File: config.mk
export PLATFORM = sky130hd
export DESIGN_NAME = pc_seq_flat
export DESIGN_NICKNAME = d
export VERILOG_FILES = /design/src/rtl/pc_pkg.sv /design/src/rtl/pc_seq_if.sv /design/src/rtl/pc_ras.sv /design/src/rtl/pc_seq.sv /design/src/flat_wrapper.sv
export SDC_FILE = /design/constraint.sdc
export NUM_CORES = 1
export LEC_CHECK = 0
export ABC_AREA = 1
export CAP_MARGIN = 20
export CORE_MARGIN = 2
export CORE_UTILIZATION = 46
export CTS_CLUSTER_DIAMETER = 40
export DETAILED_ROUTE_END_ITERATION = 12
export PLACE_DENSITY = 0.79
export SYNTH_ARGS = -nofsm -noshare
export SYNTH_HDL_FRONTEND = slang
export SYNTH_SLANG_ARGS = --single-unit
File: constraint.sdc
create_clock -name clk -period 1.9 [get_ports clk]
set_clock_uncertainty 0.1 [all_clocks]
set_input_delay 0.19 -clock clk [delete_from_list [all_inputs] [get_ports clk]]
set_output_delay 0.19 -clock clk [all_outputs]
set_load 0.05 [all_outputs]
File: src/rtl/pc_pkg.sv
// Shared definitions for the program-counter sequencer.
//   pc_op_t      : one-hot-free encoding of the operation chosen each cycle
//                  by the priority decoder inside pc_seq.
//   PC_D         : default program-counter width in bits.
//   PC_OFFW      : default signed branch-offset width in bits.
//   PC_RAS_S     : default return-address-stack depth in entries.
//   ras_depth_w  : width needed to count 0..s stack entries inclusive.
package pc_pkg;

  typedef enum logic [2:0] {
    PC_HOLD,
    PC_RET,
    PC_CALL,
    PC_ABS,
    PC_REL,
    PC_INC
  } pc_op_t;

  localparam int PC_D     = 10;
  localparam int PC_OFFW  = 8;
  localparam int PC_RAS_S = 4;

  function automatic int ras_depth_w(input int s);
    return $clog2(s + 1);
  endfunction

endpackage

File: src/rtl/pc_seq_if.sv
// Command/status bundle between the control unit and the program-counter
// sequencer.
//   master : control unit; drives stall, ret/call/jump enables, target,
//            offset and clr_err; observes prog_ctr, stack_depth and the
//            sticky RAS error flags.
//   slave  : pc_seq; the reverse directions.
// Optional: with PC_HALT_EN defined the bundle also carries halt_req
// (master -> slave) and halted (slave -> master).
interface pc_seq_if #(
  parameter int D    = 10,
  parameter int OFFW = 8,
  parameter int S    = 4
);

  localparam int DW = $clog2(S + 1);

  logic          stall;
  logic          absjump_en;
  logic          reljump_en;
  logic          call_en;
  logic          ret_en;
  logic [D-1:0]  target;
  logic [OFFW-1:0] offset;
  logic          clr_err;
  logic [D-1:0]  prog_ctr;
  logic [DW-1:0] stack_depth;
  logic          ras_ovf;
  logic          ras_unf;
`ifdef PC_HALT_EN
  logic          halt_req;
  logic          halted;
`endif

  modport master (
    output stall,
    output absjump_en,
    output reljump_en,
    output call_en,
    output ret_en,
    output target,
    output offset,
    output clr_err,
`ifdef PC_HALT_EN
    output halt_req,
    input  halted,
`endif
    input  prog_ctr,
    input  stack_depth,
    input  ras_ovf,
    input  ras_unf
  );

  modport slave (
    input  stall,
    input  absjump_en,
    input  reljump_en,
    input  call_en,
    input  ret_en,
    input  target,
    input  offset,
    input  clr_err,
`ifdef PC_HALT_EN
    input  halt_req,
    output halted,
`endif
    output prog_ctr,
    output stack_depth,
    output ras_ovf,
    output ras_unf
  );

endinterface

File: src/rtl/pc_ras.sv
// Return-address stack: LIFO of S entries, W bits each.
//   clk, reset  : clock, asynchronous active-low reset (clears depth only;
//                 entry contents are left undefined)
//   push        : write push_data at index depth, depth+1 (ignored if full)
//   pop         : depth-1 (ignored if empty)
//   push_data   : value to push
//   top         : entry at depth-1, read combinationally ('0 when empty)
//   full, empty : depth == S, depth == 0
//   depth       : number of valid entries
// Callers never assert push and pop together; if they did, push wins.
module pc_ras #(
  parameter int W  = 10,
  parameter int S  = 4,
  parameter int DW = $clog2(S + 1)
) (
  input  logic          clk,
  input  logic          reset,
  input  logic          push,
  input  logic          pop,
  input  logic [W-1:0]  push_data,
  output logic [W-1:0]  top,
  output logic          full,
  output logic          empty,
  output logic [DW-1:0] depth
);

  logic [DW-1:0] depth_q;
  logic [DW-1:0] depth_d;
  logic          push_ok;
  logic          pop_ok;
  logic [W-1:0]  ent_q [S];

  assign full    = (depth_q == DW'(S));
  assign empty   = (depth_q == '0);
  assign push_ok = push & ~full;
  assign pop_ok  = pop & ~empty;
  assign depth   = depth_q;

  always_comb begin
    depth_d = depth_q;
    if (push_ok) begin
      depth_d = depth_q + DW'(1);
    end else if (pop_ok) begin
      depth_d = depth_q - DW'(1);
    end
  end

  always_ff @(posedge clk or negedge reset) begin
    if (!reset) begin
      depth_q <= '0;
    end else begin
      depth_q <= depth_d;
    end
  end

  // The write pointer is the current depth, so entry gi is written only when
  // exactly gi entries are valid. A push on a full stack touches nothing.
  genvar gi;
  generate
    for (gi = 0; gi < S; gi++) begin : g_ent
      always_ff @(posedge clk) begin
        if (push_ok && (depth_q == DW'(gi))) begin
          ent_q[gi] <= push_data;
        end
      end
    end
  endgenerate

  // Select-by-compare instead of indexing with depth-1 keeps the read free
  // of an out-of-range index when the stack is empty.
  always_comb begin
    top = '0;
    for (int i = 0; i < S; i++) begin
      if (depth_q == DW'(i + 1)) begin
        top = ent_q[i];
      end
    end
  end

endmodule

File: src/rtl/pc_seq.sv
// Program-counter sequencer for the fetch stage: increment, absolute jump,
// signed relative branch, call and return through an internal RAS.
//   clk   : clock, all state updates on the rising edge
//   reset : asynchronous active-low reset
//   bus   : pc_seq_if.slave; commands stall, ret_en, call_en, absjump_en,
//           reljump_en, target, offset, clr_err; status prog_ctr,
//           stack_depth, ras_ovf, ras_unf (sticky)
// Per-cycle priority: stall > ret > call > absjump > reljump > increment.
// Optional build macro PC_HALT_EN: adds halt_req/halted. A non-stalled
// halt_req latches halted, which freezes PC and RAS and ignores every
// command until reset.
module pc_seq
  import pc_pkg::*;
#(
  parameter int D    = PC_D,
  parameter int OFFW = PC_OFFW,
  parameter int S    = PC_RAS_S
) (
  input logic     clk,
  input logic     reset,
  pc_seq_if.slave bus
);

  localparam int DW = ras_depth_w(S);

  pc_op_t        op;
  logic [D-1:0]  pc_q;
  logic [D-1:0]  pc_d;
  logic [D-1:0]  pc_inc;
  logic [D-1:0]  off_ext;
  logic          ovf_q;
  logic          ovf_d;
  logic          unf_q;
  logic          unf_d;
  logic          ovf_set;
  logic          unf_set;
  logic          clr_eff;
  logic          halt_block;
  logic          ras_push;
  logic          ras_pop;
  logic          ras_full;
  logic          ras_empty;
  logic [D-1:0]  ras_top;
  logic [DW-1:0] ras_depth;

`ifdef PC_HALT_EN
  logic halted_q;
  logic halted_d;

  // Blocks commands both while halted and on the edge that enters halt.
  assign halt_block = halted_q | (~bus.stall & bus.halt_req);
  assign halted_d   = halt_block;
  assign bus.halted = halted_q;

  always_ff @(posedge clk or negedge reset) begin
    if (!reset) begin
      halted_q <= 1'b0;
    end else begin
      halted_q <= halted_d;
    end
  end
`else
  assign halt_block = 1'b0;
`endif

  assign pc_inc  = pc_q + D'(1);
  // Sign-extend through a signed cast so OFFW == D also works.
  assign off_ext = D'($signed(bus.offset));
  assign clr_eff = bus.clr_err & ~halt_block;

  // Priority decoder.
  always_comb begin
    op = PC_INC;
    if (bus.stall || halt_block) begin
      op = PC_HOLD;
    end else if (bus.ret_en) begin
      op = PC_RET;
    end else if (bus.call_en) begin
      op = PC_CALL;
    end else if (bus.absjump_en) begin
      op = PC_ABS;
    end else if (bus.reljump_en) begin
      op = PC_REL;
    end
  end

  // Next PC, RAS control and error-set pulses.
  always_comb begin
    pc_d     = pc_q;
    ras_push = 1'b0;
    ras_pop  = 1'b0;
    ovf_set  = 1'b0;
    unf_set  = 1'b0;
    unique case (op)
      PC_HOLD: pc_d = pc_q;
      PC_RET: begin
        if (ras_empty) begin
          unf_set = 1'b1;
          pc_d    = pc_inc;
        end else begin
          ras_pop = 1'b1;
          pc_d    = ras_top;
        end
      end
      PC_CALL: begin
        // The jump is taken even when the push has to be dropped.
        if (ras_full) begin
          ovf_set = 1'b1;
        end else begin
          ras_push = 1'b1;
        end
        pc_d = bus.target;
      end
      PC_ABS:  pc_d = bus.target;
      PC_REL:  pc_d = pc_q + off_ext;
      PC_INC:  pc_d = pc_inc;
      default: pc_d = pc_q;
    endcase
  end

  // A set in the same cycle as clr_err wins.
  always_comb begin
    ovf_d = (ovf_q & ~clr_eff) | ovf_set;
    unf_d = (unf_q & ~clr_eff) | unf_set;
  end

  always_ff @(posedge clk or negedge reset) begin
    if (!reset) begin
      pc_q  <= '0;
      ovf_q <= 1'b0;
      unf_q <= 1'b0;
    end else begin
      pc_q  <= pc_d;
      ovf_q <= ovf_d;
      unf_q <= unf_d;
    end
  end

  pc_ras #(
    .W  (D),
    .S  (S),
    .DW (DW)
  ) u_ras (
    .clk       (clk),
    .reset     (reset),
    .push      (ras_push),
    .pop       (ras_pop),
    .push_data (pc_inc),
    .top       (ras_top),
    .full      (ras_full),
    .empty     (ras_empty),
    .depth     (ras_depth)
  );

  assign bus.prog_ctr    = pc_q;
  assign bus.stack_depth = ras_depth;
  assign bus.ras_ovf     = ovf_q;
  assign bus.ras_unf     = unf_q;

endmodule

File: src/flat_wrapper.sv
// flat-port wrapper written by rule: the top's interface ports become plain ports
module pc_seq_flat import pc_pkg::*;
#(
  parameter int D    = PC_D,
  parameter int OFFW = PC_OFFW,
  parameter int S    = PC_RAS_S
)
  (clk, reset, bus_stall, bus_absjump_en, bus_reljump_en, bus_call_en, bus_ret_en, bus_target, bus_offset, bus_clr_err, bus_prog_ctr, bus_stack_depth, bus_ras_ovf, bus_ras_unf);
  pc_seq_if #(.D(D), .OFFW(OFFW), .S(S)) bus_i ();
  input logic clk;
  input logic reset;
  input wire logic [$bits(bus_i.stall)-1:0] bus_stall;
  input wire logic [$bits(bus_i.absjump_en)-1:0] bus_absjump_en;
  input wire logic [$bits(bus_i.reljump_en)-1:0] bus_reljump_en;
  input wire logic [$bits(bus_i.call_en)-1:0] bus_call_en;
  input wire logic [$bits(bus_i.ret_en)-1:0] bus_ret_en;
  input wire logic [$bits(bus_i.target)-1:0] bus_target;
  input wire logic [$bits(bus_i.offset)-1:0] bus_offset;
  input wire logic [$bits(bus_i.clr_err)-1:0] bus_clr_err;
  output wire logic [$bits(bus_i.prog_ctr)-1:0] bus_prog_ctr;
  output wire logic [$bits(bus_i.stack_depth)-1:0] bus_stack_depth;
  output wire logic [$bits(bus_i.ras_ovf)-1:0] bus_ras_ovf;
  output wire logic [$bits(bus_i.ras_unf)-1:0] bus_ras_unf;
  assign bus_i.stall = bus_stall;
  assign bus_i.absjump_en = bus_absjump_en;
  assign bus_i.reljump_en = bus_reljump_en;
  assign bus_i.call_en = bus_call_en;
  assign bus_i.ret_en = bus_ret_en;
  assign bus_i.target = bus_target;
  assign bus_i.offset = bus_offset;
  assign bus_i.clr_err = bus_clr_err;
  assign bus_prog_ctr = bus_i.prog_ctr;
  assign bus_stack_depth = bus_i.stack_depth;
  assign bus_ras_ovf = bus_i.ras_ovf;
  assign bus_ras_unf = bus_i.ras_unf;
  pc_seq #(.D(D), .OFFW(OFFW), .S(S)) u_core (.clk(clk), .reset(reset), .bus(bus_i));
endmodule
==> flow_summary.ini <==
[floorplanning]
rows = 31
initial_core_util_pct = 47.7
dieArea_um2 = 8270
die_h_um = 91.0
pin_count = 41
die_x_um = 91.0
coreArea_um2 = 7290

[place]
dp_hpwl_um = 6910
postPlaceCellArea_um2 = 4320
io_buffers = 40
place_congestion = 0.961

[route]
drt_iter0_drc = 279
viasPerCell = 5.38
route.detailed.drc = 0
finalWirelength_um = 9440
wire_per_inst_um = 15.5
ant_nets = 0
via_count = 3280
first_pass_iters = 5

[worst_setup_path]
required_ns = 1.61
reg2reg_depth = 11
crit_path_end_kind = output port
cp.arrival_ns = 1.58
max_stage_delay_ns = 0.82
crit_slowest_cell = clkdlybuf4s50_1
cp_max_fo = 5
rr_endpoint = u_core.bus.prog_ctr[9]
path_buf_inv = 1
path_class = reg2out
rr_startpoint = u_core.u_ras.depth[0]
worstPathCellList = clkdlybuf4s50_1
r2r_setup_slack_ns = 0.07
start_kind = register
crit_family = buffers and inverters

[layout]
layout-drive-gt1-share_pct = 23.3
final_util_pct = 62.6
antenna-diode-count = 0
stdcell_area_um2 = 4560
nets = 553
area_growth_syn_to_layout_pct = 31.2
nFillCells = 617
multi_input_comb_area_um2 = 1720
seq_area_um2 = 1590

[timing]
whs_ns = 0.0775
clock.fmax_mhz = 534
timing.slew.headroom_pct = 66.5
maxSlewViolCount = 0
fin_crit_sh_pct = 98.5
finalSetupViolCount = 0
finalHoldViolations = 0
min_period_ns = 1.87
worst_slew_pin_slew_ns = 0.502

[global_routing]
grt_antenna_before_repair = 0
grt_pass1_vias = 3106
grt_use_total_pct = 22.2
grt_overflow = 0
grt_max_degree = 21
grt_pass1_wl_um = 14700

[clock_tree]
cts_root_buf = clkbuf_8
clock-sinks = 55
path_clk_slew_ns = 0.11
cts_tree = done
cts_made_buffers = 5
clkLatencyLatePin_ns = 0.32
max-clock-path-buffers = 2
htreeDepth = 2

[hold_path]
hold_class = in2async

[yosys]
yosysTopAreaCell = edfxtp_1
ys_top_cells_by_area = edfxtp_1, nand2_1, dfrtp_1
yosys_warnings = 0
yosys.area.top_type_share_pct = 34.5
synth.cell_area_um2 = 3480
ys_ff_latch = 55
synth.distinct_cells = 40
syn_area_per_cell_um2 = 8.17
ys_seq_area_share_pct = 45.3
synthCells = 426
synth_nets = 469

[job]
maxCapViolCount = 0

[run_status]
status = finished, final reports clean

[power]
ir_worst_vdd_v = 0.000510
p_leak_nw = 2.02
pwr_density_cell_nw_per_um2 = 1270
cells in the final DEF, fill, tap and decap left out, drive strengths merged, types with 3 or more instances in the layout:
| cell type | count |
|---|---|
| clkinv | 4 |
| nor2 | 39 |
| and2 | 3 |
| xor2 | 3 |
| nand2 | 129 |
| ha | 16 |
| buf | 55 |
| o21ai | 9 |
| inv | 50 |
| dfrtp | 15 |
| nand3b | 7 |
| a21oi | 19 |
| nand4 | 9 |
| nand3 | 57 |
| clkbuf | 7 |
| o211ai | 4 |
| edfxtp | 40 |
| clkdlybuf4s50 | 29 |
metal layers:
layer	wire length [µm]	vias up	part of all wire (%)	global-route usage (%)
li1	-	1588	-	-
met1	4280	1536	45	31.4
met2	4490	142	48	35.9
met3	552	14	5.8	2.99
met4	122	0	1.3	6.31
met5	0	-	0	0
state kept, by name, indices dropped and copies added, names as in the netlist:
register	cells
u_core.u_ras.ent_q	40
u_core.u_ras.depth	3
u_core.bus.prog_ctr	10
u_core.bus.ras_unf	1
u_core.bus.ras_ovf	1
cells by family (layout without fill, tap and decap cells):
| group | after synthesis | in the layout | synth area share (%) |
|---|---|---|---|
| and+or+nand+nor | 247 | 248 | 32.8 |
| adders and majority gates | 17 | 17 | 6.33 |
| xor gates and xnor gates | 4 | 4 | 1.01 |
| DFF | 55 | 55 | 45.3 |
| AOI/OAI and AO/OA | 40 | 40 | 6.62 |
| buffers and inverters | 63 | 147 | 7.91 |
power breakdown:
group	internal, W	leakage, nW	switching (W)
registers	0.00156	0.536	0.000130
clock network	0.000281	0.0522	0.000440
logic	0.00128	1.43	0.00208
what timing repair did:
| action | 4_1_cts | 5_1_grt |
|---|---|---|
| hold endpoints to repair | 0 | 0 |
| gates resized for setup | 2 | 21 |
| hold buffers | 0 | 0 |
| cloned | 0 | 3 |
| setup endpoints to repair | 2 | 8 |
| pin swaps | 0 | 5 |
| setup buffers | 0 | 4 |
layout make-up:
| cell class | instances | share of cell area (%) |
|---|---|---|
| sequential | 55 | 34.8 |
| timing repair buffer | 88 | 18.2 |
| tap | 99 | 2.72 |
| multi-input combinational | 309 | 37.6 |
| clock buffer | 5 | 1.51 |
| clock inverter | 3 | 0.686 |
| inverter | 51 | 4.42 |
stage by stage:
| step | setup slack (ns) | power [W] | std cells | TNS [ns] |
|---|---|---|---|---|
| after global placement | -0.199 | 0.00468 | 595 | -0.590 |
| after CTS | 0.0396 | 0.00549 | 603 | 0 |
| after detailed placement | -0.251 | 0.00477 | 595 | -1.08 |
| after global routing | -0.0193 | 0.00613 | 610 | -0.0450 |
| final | 0.0279 | 0.00577 | 610 | 0 |
| after floorplan | 0.000311 | 0.00370 | 426 | 0 |
worst register-to-register path, stage by stage, from the launching register on:
cell and delay [ns]:
dfrtp_2 0.46, ha_2 0.18, ha_1 0.18, inv_2 0.14, clkbuf_16 0.16, nand2_1 0.05
inv_1 0.04, nand2_1 0.04, a21oi_1 0.17, a21oi_1 0.09, nand2_1 0.07, nand2_1 0.04
synthesized netlist by cell type:
master	n
nand2_4	1
o21bai_1	1
dfrtp_1	15
nor3_4	1
o211ai_1	4
edfxtp_1	40
o21a_1	1
xnor2_1	1
nor3_1	1
buf_6	2
buf_4	2
clkbuf_2	1
nand3_2	3
nand3_1	54
o21ai_0	4
nand4_1	9
nor2_4	4
o22ai_1	2
or2_2	2
a31oi_1	2
inv_2	3
nand2_1	125
buf_2	6
fa_1	1
nor2_1	32
and2_1	2
xor2_1	3
a21oi_1	19
and2_4	1
ha_1	16
nand2_2	3
clkinv_2	2
nand3b_1	7
inv_1	45
o21bai_2	1
o221ai_1	1
clkinv_4	1
o21ai_1	5
clkbuf_1	1
nor2_2	2
worst max-delay path by stage:
stage / from / endpoint / cells after the start / slack (ns)
after floorplan: u_core.bus.prog_ctr[0] / u_core.bus.prog_ctr[8] / 13 / 0.0003
after detailed placement: bus_offset[0] / u_core.bus.prog_ctr[8] / 14 / -0.25
after CTS: u_core.u_ras.depth[0] / bus_stack_depth[0] / 1 / 0.04
after global placement: bus_offset[0] / u_core.bus.prog_ctr[8] / 14 / -0.20
after global routing: u_core.u_ras.depth[1] / u_core.bus.prog_ctr[5] / 11 / -0.02
final: u_core.u_ras.depth[0] / bus_stack_depth[0] / 1 / 0.03
Power figures use the tool's default switching activity.
